==> src/rtl/gpio_pkg.sv <==
`default_nettype none
// ============================================================================
// Module   : gpio_pkg
// Brief    : Shared types and constants for the parametrised GPIO controller.
// Revision : 1.0 - initial release
// ============================================================================
package gpio_pkg;

  localparam int GPIO_MAX_PINS = 32;

  localparam logic [GPIO_MAX_PINS-1:0] GPIO_RST_REG   = '0;
  localparam logic [31:0]              GPIO_RST_RDATA = '0;

  typedef struct packed {
    logic [31:0] addr;
    logic [31:0] w_data;
    logic        w_en;
    logic        req;
  } type_dbus2peri_s;

  typedef struct packed {
    logic [31:0] r_data;
    logic        ack;
  } type_peri2dbus_s;

  typedef enum logic [7:0] {
    GPIO_DOUT  = 8'h00,
    GPIO_DSET  = 8'h04,
    GPIO_DCLR  = 8'h08,
    GPIO_DIN   = 8'h0C,
    GPIO_DIR   = 8'h10,
    GPIO_IE    = 8'h14,
    GPIO_IP    = 8'h18,
    GPIO_ITYPE = 8'h1C,
    GPIO_IPOL  = 8'h20,
    GPIO_IBOTH = 8'h24,
    GPIO_DBEN  = 8'h28
  } type_gpio_ctrl_regs_e;

endpackage
`default_nettype wire

==> src/rtl/gpio_in_cond.sv <==
`default_nettype none
// ============================================================================
// Module   : gpio_in_cond
// Brief    : Per-pin input conditioning: synchroniser, optional debouncer
//            (GPIO_DEBOUNCE_EN), previous-value flop and edge outputs.
// Revision : 1.0 - initial release
// ============================================================================
module gpio_in_cond #(
  parameter int SYNC_STAGES     = 2,
  parameter int DEBOUNCE_CYCLES = 16
) (
  input  logic clk,
  input  logic rst_n,
  input  logic pad_i,
  input  logic dben_i,
  output logic din_o,
  output logic rise_o,
  output logic fall_o
);

  logic [SYNC_STAGES-1:0] r_sync;
  logic                   w_sync;
  logic                   w_din;
  logic                   r_prev;

  always_ff @(posedge clk or negedge rst_n) begin
    if (!rst_n) begin
      r_sync <= '0;
    end else begin
      r_sync <= {r_sync[SYNC_STAGES-2:0], pad_i};
    end
  end

  assign w_sync = r_sync[SYNC_STAGES-1];

`ifdef GPIO_DEBOUNCE_EN
  localparam int CNT_W = $clog2(DEBOUNCE_CYCLES + 1);

  logic [CNT_W-1:0] r_cnt;
  logic             r_db;

  // The filtered value tracks the synchroniser while bypassed so that
  // enabling the debouncer never produces a spurious transition.
  always_ff @(posedge clk or negedge rst_n) begin
    if (!rst_n) begin
      r_cnt <= '0;
      r_db  <= 1'b0;
    end else if (!dben_i) begin
      r_cnt <= '0;
      r_db  <= w_sync;
    end else if (w_sync == r_db) begin
      r_cnt <= '0;
    end else if (r_cnt == CNT_W'(DEBOUNCE_CYCLES - 1)) begin
      r_cnt <= '0;
      r_db  <= w_sync;
    end else begin
      r_cnt <= r_cnt + 1'b1;
    end
  end

  assign w_din = dben_i ? r_db : w_sync;
`else
  logic w_unused_cfg;
  assign w_unused_cfg = dben_i ^ (DEBOUNCE_CYCLES > 0);
  assign w_din        = w_sync;
`endif

  always_ff @(posedge clk or negedge rst_n) begin
    if (!rst_n) begin
      r_prev <= 1'b0;
    end else begin
      r_prev <= w_din;
    end
  end

  assign din_o  = w_din;
  assign rise_o = w_din & ~r_prev;
  assign fall_o = ~w_din & r_prev;

endmodule
`default_nettype wire

==> src/rtl/gpio_ctrl_param.sv <==
`default_nettype none
// ============================================================================
// Module   : gpio_ctrl_param
// Brief    : Parametrised GPIO controller with split pads, atomic set/clear
//            and per-pin interrupts; GPIO_DEBOUNCE_EN adds input debouncing.
// Revision : 1.0 - initial release
// ============================================================================
module gpio_ctrl_param
  import gpio_pkg::*;
#(
  parameter int NUM_PINS        = 8,
  parameter int SYNC_STAGES     = 2,
  parameter int DEBOUNCE_CYCLES = 16
) (
  input  logic                clk,
  input  logic                rst_n,
  input  logic                gpio_sel_i,
  input  type_dbus2peri_s     dbus2gpio_i,
  output type_peri2dbus_s     gpio2dbus_o,
  input  logic [NUM_PINS-1:0] gpio_in_i,
  output logic [NUM_PINS-1:0] gpio_out_o,
  output logic [NUM_PINS-1:0] gpio_oe_o,
  output logic                irq_o
);

  logic [NUM_PINS-1:0] r_dout, r_dir, r_ie, r_ip, r_itype, r_ipol, r_iboth;
  logic [NUM_PINS-1:0] w_dben, w_din, w_rise, w_fall, w_set, w_clr, w_wdata;
  logic                r_ack;
  logic [31:0]         r_rdata, w_rdata;
  logic                w_txn, w_wr;
  type_gpio_ctrl_regs_e w_addr;
  logic                w_unused_bus;

  for (genvar g = 0; g < NUM_PINS; g++) begin : g_pin
    gpio_in_cond #(
      .SYNC_STAGES    (SYNC_STAGES),
      .DEBOUNCE_CYCLES(DEBOUNCE_CYCLES)
    ) u_in_cond (
      .clk   (clk),
      .rst_n (rst_n),
      .pad_i (gpio_in_i[g]),
      .dben_i(w_dben[g]),
      .din_o (w_din[g]),
      .rise_o(w_rise[g]),
      .fall_o(w_fall[g])
    );
  end

  // A request still held during the ack cycle is blocked by r_ack.
  assign w_txn   = dbus2gpio_i.req & gpio_sel_i & ~r_ack;
  assign w_wr    = w_txn & dbus2gpio_i.w_en;
  assign w_addr  = type_gpio_ctrl_regs_e'(dbus2gpio_i.addr[7:0]);
  assign w_wdata = dbus2gpio_i.w_data[NUM_PINS-1:0];
  assign w_unused_bus = ^{dbus2gpio_i.addr[31:8], dbus2gpio_i.w_data};

  assign w_set = (r_itype & ((r_iboth & (w_rise | w_fall)) |
                             (~r_iboth & ((r_ipol & w_rise) | (~r_ipol & w_fall))))) |
                 (~r_itype & ~(w_din ^ r_ipol));
  assign w_clr = (w_wr && w_addr == GPIO_IP) ? w_wdata : '0;

  always_ff @(posedge clk or negedge rst_n) begin
    if (!rst_n) begin
      r_ack   <= 1'b0;
      r_rdata <= GPIO_RST_RDATA;
      r_dout  <= GPIO_RST_REG[NUM_PINS-1:0];
      r_dir   <= GPIO_RST_REG[NUM_PINS-1:0];
      r_ie    <= GPIO_RST_REG[NUM_PINS-1:0];
      r_ip    <= GPIO_RST_REG[NUM_PINS-1:0];
      r_itype <= GPIO_RST_REG[NUM_PINS-1:0];
      r_ipol  <= GPIO_RST_REG[NUM_PINS-1:0];
      r_iboth <= GPIO_RST_REG[NUM_PINS-1:0];
    end else begin
      r_ack   <= w_txn;
      r_rdata <= (w_txn && !dbus2gpio_i.w_en) ? w_rdata : GPIO_RST_RDATA;
      // Set events take priority over a simultaneous write-1-to-clear.
      r_ip    <= (r_ip & ~w_clr) | w_set;
      if (w_wr) begin
        case (w_addr)
          GPIO_DOUT:  r_dout  <= w_wdata;
          GPIO_DSET:  r_dout  <= r_dout | w_wdata;
          GPIO_DCLR:  r_dout  <= r_dout & ~w_wdata;
          GPIO_DIR:   r_dir   <= w_wdata;
          GPIO_IE:    r_ie    <= w_wdata;
          GPIO_ITYPE: r_itype <= w_wdata;
          GPIO_IPOL:  r_ipol  <= w_wdata;
          GPIO_IBOTH: r_iboth <= w_wdata;
          default: ;
        endcase
      end
    end
  end

`ifdef GPIO_DEBOUNCE_EN
  logic [NUM_PINS-1:0] r_dben;

  always_ff @(posedge clk or negedge rst_n) begin
    if (!rst_n) begin
      r_dben <= GPIO_RST_REG[NUM_PINS-1:0];
    end else if (w_wr && w_addr == GPIO_DBEN) begin
      r_dben <= w_wdata;
    end
  end

  assign w_dben = r_dben;
`else
  assign w_dben = '0;
`endif

  always_comb begin
    w_rdata = '0;
    case (w_addr)
      GPIO_DOUT:  w_rdata = 32'(r_dout);
      GPIO_DIN:   w_rdata = 32'(w_din);
      GPIO_DIR:   w_rdata = 32'(r_dir);
      GPIO_IE:    w_rdata = 32'(r_ie);
      GPIO_IP:    w_rdata = 32'(r_ip);
      GPIO_ITYPE: w_rdata = 32'(r_itype);
      GPIO_IPOL:  w_rdata = 32'(r_ipol);
      GPIO_IBOTH: w_rdata = 32'(r_iboth);
`ifdef GPIO_DEBOUNCE_EN
      GPIO_DBEN:  w_rdata = 32'(w_dben);
`endif
      default:    w_rdata = '0;
    endcase
  end

  assign gpio2dbus_o.r_data = r_rdata;
  assign gpio2dbus_o.ack    = r_ack;
  assign gpio_out_o         = r_dout;
  assign gpio_oe_o          = r_dir;
  assign irq_o              = |(r_ip & r_ie);

endmodule
`default_nettype wire

==> config.mk <==
export PLATFORM = sky130hd
export DESIGN_NAME = gpio_ctrl_param
export DESIGN_NICKNAME = d
export VERILOG_FILES = /design/src/rtl/gpio_pkg.sv /design/src/rtl/gpio_in_cond.sv /design/src/rtl/gpio_ctrl_param.sv
export SDC_FILE = /design/constraint.sdc
export NUM_CORES = 1
export LEC_CHECK = 0
export ABC_CLOCK_PERIOD_IN_PS = 2700
export CORE_MARGIN = 2
export CORE_UTILIZATION = 35
export CTS_CLUSTER_SIZE = 40
export DETAILED_ROUTE_END_ITERATION = 8
export HOLD_SLACK_MARGIN = 0.03
export PLACE_DENSITY_LB_ADDON = 0.12
export SETUP_SLACK_MARGIN = 0.2
export SLEW_MARGIN = 30
export SYNTH_ARGS = -nofsm -noshare
export SYNTH_HDL_FRONTEND = slang
export SYNTH_HIERARCHICAL = 1
export SYNTH_SLANG_ARGS = --single-unit
==> constraint.sdc <==
create_clock -name clk -period 2.7 [get_ports clk]
set_input_delay 0.405 -clock clk [delete_from_list [all_inputs] [get_ports clk]]
set_output_delay 0.405 -clock clk [all_outputs]
set_load 0.02 [all_outputs]
# After elaboration in Yosys (flattened, before gate mapping)
# Index checks and enable logic that the tools add are counted.
# op_classes
n_eq_ne	9
n_mux	4
bitwise	58
reduce_logical	12
# op_table
op	count
$and A8 B8 Y8	9
$pmux W8 S8	1
$not A8 Y8	6
$or A8 B8 Y8	6
$eq A8 B5 Y1 const B	4
$mux W32	1
$pmux W8 S3	1
$and A1 B1 Y1	19
$not A1 Y1	17
$eq A8 B4 Y1 const B	2
$eq A8 B6 Y1 const B	2
$reduce_and A2 Y1	6
$eq A8 B3 Y1 const B	1
$logic_not A8 Y1	1
$mux W8	1
$reduce_or A8 Y1	1
$xor A8 B8 Y8	1
$reduce_bool A3 Y1	1
$logic_and A1 B1 Y1	2
$logic_not A1 Y1	1
# word_totals
regBits	113
inputBits	77
out_inout_bits	50
wordCells	108

# Longest topological paths before layout
# Gate-level depths: netlist (run 1).
# logic_depth
depth_word	9
depth_mapped	6
depth_no_buf	5

# Modules after synthesis
# The synthesis (run 1) kept the hierarchy.
# modules_own_cells
module	n_inst	cells_each	area_each_um2	seq_area_each_um2
gpio_ctrl_param	1	334	3769.9	1626.6
gpio_in_cond	8	5	90.1	75.1

# Worst setup path before layout (run 1)
# No wires, ideal clock.
# synth_path
kind	input port to flip-flop
start	input dbus2gpio_i[35] in the netlist's numbering
end	register r_itype[0]
setup_time_ps	125
arrival_time_ps	2014
required_ps	2575
slack_ps	561
stages	6
path_buffers	2
path_cell_list	or4_1 > buf_6 > nor3_4 > and4_4 > buf_12 > mux2_4
# synth_between
elab_chain_len	2
# synth_rtl
item	line	source
from (decl)	gpio_ctrl_param.sv:18	input type_dbus2peri_s dbus2gpio_i,
$eq A8 B5 Y1	gpio_ctrl_param.sv:78	case (w_addr)
$reduce_and A2 Y1 (no source line)	--	
to (signal assigned)	gpio_ctrl_param.sv:69	r_itype <= GPIO_RST_REG[NUM_PINS-1:0];
to (signal assigned)	gpio_ctrl_param.sv:84	GPIO_ITYPE: r_itype <= w_wdata;
to (decl)	gpio_ctrl_param.sv:26	logic [NUM_PINS-1:0] r_dout, r_dir, r_ie, r_ip, r_itype, r_ipol, r_iboth;
# No other way between the ends.
# A chain may end at the register's enable or synchronous reset.

# Worst setup path after layout (run 1)
# layout_path
start	register r_ie[5]
end	output irq_o
# layout_between
elab_chain_len	2
# layout_rtl
item	line	source
from (decl)	gpio_ctrl_param.sv:26	
from (signal assigned)	gpio_ctrl_param.sv:67	r_ie <= GPIO_RST_REG[NUM_PINS-1:0];
from (signal assigned)	gpio_ctrl_param.sv:83	GPIO_IE: r_ie <= w_wdata;
$and A8 B8 Y8	gpio_ctrl_param.sv:131	assign irq_o = |(r_ip & r_ie);
$reduce_or A8 Y1	gpio_ctrl_param.sv:131	
to (decl)	gpio_ctrl_param.sv:23	output logic irq_o
# No other way between the ends.

==> qor.yml, run 1 <==
setup_violations: 0
muxShareOfSynthArea: 0.174
crit_fanout: 3
io_buffers: 54
num_rows: 41
fin_nets: 528
synth-seq-cells: 89
ant_nets: 0
p_per_area_nw_per_um2: 533
seq_area_frac_synth: 0.496
cts_buffers: 9
crit_arrival_ps: 1820
syn2layout_area_growth_pct: 23.8
yosys.area.top_type_share: 0.496
cts_sinks: 89
post-route-period-util: 0.824
cts_resized: 0
synthTopCellsByCount: "89 x dfrtp_1, 32 x mux2_2, 26 x buf_4"
synth_xor_area_frac: 0.0156
yosysMostFrequentCell: "dfrtp_1"
antenna_found_initial: 0
die_x_um: 117
grtUsageMet1: 0.232
end_kind: "primary output"
rsz0062_at_grt: "no"
synthAdderAreaFrac: 0
total_power_mw: 2.96
synthSimpleGateAreaFrac: 0.139
first_iter_violations: 99
clock_skew_ps: 3.91
drc_errors: 0
cts_root_buffer: "clkbuf_16"
dieArea_um2: 13800
r2r_cells: 5
start_util: 0.357
grt_pass1_wl_um: 17200
hold_class: "input pin to asynchronous set/reset pin"
synth_compound_gate_area_share: 0.105
synth_area_um2: 4490
track_usage: 0.172
drive_gt1_frac: 0.235
grt_max_degree: 90
wirelength_um: 11000
place_hpwl_um: 7360
coreArea_um2: 12600
num_antenna_cells: 0
clkLatencyLatePin_ps: 350
wl_per_cell_um: 17.6
met3_usage: 0.0366
synth.avg_cell_area_um2: 12.0
pin_count: 127
vias: 3135
fin_crit_ps: 2230
synthArstFlopShare: 1.00
yosysTopAreaCell: "dfrtp_1"
peakVddDrop_v: 0.000240
cap_violations: 0
outcome: "finished, final reports clean"
grt_pass1_vias: 3171
gp_congestion: 0.790
synth_edf_count: 0
path_class: "flip-flop to primary output"
cts_setup_buffers: 0
fin_util: 0.442
setup_tns_ps: 0
grtUsageMet2: 0.262
critPathLaunchType: "flip-flop"
clock.fmax_mhz: 449
htree_levels: 3
required_ps: 2300
drv_slew: 0
yosys-top-cells-area: "dfrtp_1 50%, mux2_2 8.0%, mux2_4 5.3%"
cts_buffer_depth: 2
vias_per_cell: 4.99
hold_buffers: 0
grt.busiest_layer: "met2"
synth_top_family_by_area: "multiplexers"
cts_tree: "built"
grt_overflow_total: 0
clk_pin_slew_ps: 60
hold_viol_final: 0
firstDrtPassIters: 4
synth_top_flop_cell: "dfrtp_1"
synth_cells: 374
synthDistinctLibCells: 48
p_leak_nw: 2.46
ys_warn_count: 6
die_h_um: 117
-- cell type report --
class,count,area (um^2)
Clock inverter,2,35.0
Sequential cell,89,2230
Clock buffer,14,274
Fill cell,1188,7010
Inverter,2,7.51
Multi-Input combinational cell,267,2040
Timing Repair Buffer,82,761
Tap cell,172,215
-- flip-flops by register name, summed over array words and instances (netlist names) --
name	count
r_ip	8
r_ack	1
r_ie	8
r_rdata	8
g_pin.u_in_cond/r_prev	8
r_itype	8
g_pin.u_in_cond/r_sync	16
gpio_out_o	8
r_ipol	8
gpio_oe_o	8
r_iboth	8
-- through the flow --
stage               instance area (um^2)  hold WS (ps)  instances  worst slack [ps]
floorplan                           4580           109        397               561
global placement                    5250           333        612               119
detailed placement                  5250           335        612               147
CTS                                 5560           118        628               432
global route                        5560           133        628               406
finish                              5560          82.2        628               475
-- cell families (layout without fill, tap and decap cells) --
logic type      after synthesis  after routing
flops                        89             89
buf+inv                      41            100
compound gates               69             69
mux                          66             66
xor+xnor                      8              8
other cells                   1             24
simple gates                100            100
-- worst paths after layout --
kind / start / endpoint / slack (ps)
max: r_ie[5] / irq_o / 470
min in group clk: g_pin[3].u_in_cond/r_sync[0] / g_pin[3].u_in_cond/r_sync[1] / 350
min reg2reg: g_pin[3].u_in_cond/r_sync[0] / g_pin[3].u_in_cond/r_sync[1] / 350
min: rst_n / g_pin[7].u_in_cond/r_prev / 80
max in group asynchronous: rst_n / r_rdata[5] / 2240
max reg2reg: r_ack / r_iboth[3] / 790
-- per-layer routing --
metal,share of wire,wire [um],vias up
met1,0.47,5220,1556
met5,0,0,-
met3,0.047,520,26
li1,-,-,1468
met2,0.45,4940,85
met4,0.032,354,0
-- critical path: stages (launching register included) --
cell             delay (ps)
dfrtp_1                 400
a22oi_1                 320
nand4_1                 180
clkdlybuf4s50_1         570
-- cell usage in the layout (no fill, tap or decap), types with 2 or more instances in the layout --
cell	instances
dfrtp_1	89
clkdlybuf4s50_1	53
mux2_2	32
buf_4	28
conb_1	24
nor2_1	19
mux2i_1	18
nand2_1	16
mux2_4	16
a21oi_1	15
o21ai_0	15
a22o_1	13
nor2b_1	10
clkbuf_16	9
nand2b_1	8
nor3_1	8
xor2_1	8
o22ai_1	8
and2b_2	8
a221o_1	7
a22oi_1	6
nand3_1	5
and3_1	5
or4_1	3
clkbuf_8	3
nand3b_1	2
nor4_4	2
inv_1	2
nor3_4	2
o2bb2ai_1	2
clkbuf_1	2
-- power breakdown --
group | internal [mW] | leakage (nW) | switching (mW)
Combinational | 0.117 | 1.17 | 0.155
Sequential | 1.36 | 1.14 | 0.0236
Clock | 0.792 | 0.153 | 0.513
No activity file was read; power rests on OpenSTA's default activity.
==> run 2, diff against run 1 <==
- ABC_CLOCK_PERIOD_IN_PS: 2700 -> 1900
- clock period: 2.7 -> 1.9 ns (I/O delays scaled with it)
==> run 2 against run 1 <==
Net effect: hold slack improved by 260 ps; count of clock-buffer cells in the layout shrank 1; global-route usage is 1.2 points higher; worst setup slack got worse by 320 ps; clock power increased by 27%; largest cell class unchanged; cell count rose by 3.5%; wire length grew 5.8%; largest power group unchanged; critical path depth rose by 2.
==> qor.yml, run 2 (synthesis gave the netlist of run 1 again) <==
outcome: "finished, final reports clean"
firstDrtPassIters: 4  # unchanged
cts_root_buffer: "clkbuf_16"
crit_fanout: 8  # +5
track_usage: 0.185  # +0.0122
num_rows: 41  # unchanged
vias_per_cell: 4.99  # about the same
worst_slack_ps: 157  # -318 ps
grt_pass1_wl_um: 18300  # +6.7%
io_buffers: 54  # unchanged
clock.fmax_mhz: 574
end_kind: "flip-flop"
grt_max_degree: 38  # -58%
fin_nets: 550  # +4.2%
cts_sinks: 89  # unchanged
layout_commonest_cell: "dfrtp_1"
drive_gt1_frac: 0.305  # +0.0708
dp_cells: 624  # +2.0%
antenna_found_initial: 0  # unchanged
post-route-period-util: 0.918
grt_pass1_vias: 3244  # +2.3%
syn2layout_area_growth_pct: 29.6
dieArea_um2: 13800  # unchanged
required_ps: 2120  # -180 ps
cts_buffer_depth: 2  # unchanged
clkLatencyLatePin_ps: 350  # about the same
crit_arrival_ps: 1970  # +150 ps
grtUsageMet1: 0.252  # +0.0195
vias: 3245  # +3.5%
path_buf_inv: 1  # unchanged
fin_crit_ps: 1740
rsz0062_at_grt: "yes"
gp_congestion: 0.800  # +1.3%
holdWs_ps: 338  # +256 ps
regMostFlops: "g_pin.u_in_cond/r_sync"
stdcell_area_um2: 5820  # +4.8%
path_class: "flip-flop to flip-flop"
clock_skew_ps: 10.1  # +6.21 ps
pin_count: 127  # unchanged
cts_tree: "built"
placed_cell_area_um2: 5420  # +3.2%
place_hpwl_um: 7690  # +4.5%
layout.filler_cells: 1188  # unchanged
total_power_mw: 4.07  # +37%
hold_viol_final: 0  # unchanged
die_x_um: 117  # unchanged
cpMaxStageDelayCell: "dfrtp_1"
cap_violations: 0  # unchanged
met3_usage: 0.0273  # -0.00927
p_leak_nw: 2.63  # +6.9%
fin_cells: 650  # +3.5%
first_iter_violations: 157  # +59%
dp_slack_ps: -584  # -731 ps
largest_reg_flops: 16  # unchanged
slowest_delay_ps: 400  # -170 ps
setup_violations: 0  # unchanged
peakVddDrop_v: 0.000426  # +78%
layout_common_cells: "89 x dfrtp_1, 42 x clkdlybuf4s50_1, 40 x buf_4"
wirelength_um: 11700  # +5.8%
grtUsageMet2: 0.289  # +0.0264
num_antenna_cells: 0  # unchanged
hold_class: "flip-flop to flip-flop"
grt_overflow_total: 0  # unchanged
grt.busiest_layer: "met2"
critPathLaunchType: "flip-flop"
drc_errors: 0  # unchanged
worstPathCellList: "and4b_1, nand2_2, or3_4, buf_12, mux2_4"
cts_buffers: 9  # unchanged
p_per_area_nw_per_um2: 699  # +31%
critPathTopFamily: "simple AND/OR/NAND/NOR gates"
wl_per_cell_um: 18.0  # +2.3%
ant_nets: 0  # unchanged
drv_slew: 0  # unchanged
coreArea_um2: 12600  # unchanged
start_util: 0.357  # unchanged
clk_pin_slew_ps: 60  # about the same
htree_levels: 3  # unchanged
die_h_um: 117  # unchanged
run 2: final timing paths:
path	from	to	slack, ps	cells past startpoint
worst max register to register	r_ack	r_iboth[3]	160	5
min in group asynchronous	rst_n	r_ip[3]	440	2
max in group asynchronous	rst_n	r_ipol[0]	850	3
worst min-delay path	g_pin[5].u_in_cond/r_sync[0]	g_pin[5].u_in_cond/r_sync[1]	340	0
worst min register to register	g_pin[5].u_in_cond/r_sync[0]	g_pin[5].u_in_cond/r_sync[1]	340	0
worst max-delay path	r_ack	r_iboth[3]	160	5
run 2: per-layer routing:
metal,up-vias,wire (um)
li1,1510,-
met1,1626,5320
met2,92,5550
met3,17,525
met4,0,277
met5,-,0
run 2: area by class of cell:
cell class              count  area, um^2  share of cell area
clock inverters             3        15.0             0.00258
clock buffers              13         260              0.0447
multi-input cells         267        2130               0.366
repair buffers            104         965               0.166
inverters                   2        7.51             0.00129
well taps                 172         215              0.0370
flip-flops and latches     89        2230               0.383
run 2: where the power goes:
group | internal [mW] | switching, mW
Sequential | 1.94 | 0.0338
Combinational | 0.188 | 0.237
Clock | 0.952 | 0.721
Total | 3.08 | 0.991
run 2: worst reg2reg max path, stage by stage (launching register included):
cell and delay [ps]:
dfrtp_1 400, and4b_1 320, nand2_2 90, or3_4 350
buf_12 170, mux2_4 300
run 2: metrics by stage:
stage	util	setup TNS, ps
CTS	0.458	0
floorplan	-	-798
finish	0.463	0
detailed placement	0.431	-25120
global placement	0.431	-25660
global route	0.463	0
run 2: what timing repair did:
| item | CTS | global route |
|---|---|---|
| gates resized for setup | 33 | 13 |
| pin swaps | 12 | 8 |
| hold buffers | 1 | 0 |
| setup endpoints to repair | 66 | 47 |
| buffers inserted | 5 | 4 |
| endpoints found under the hold margin | 34 | 0 |
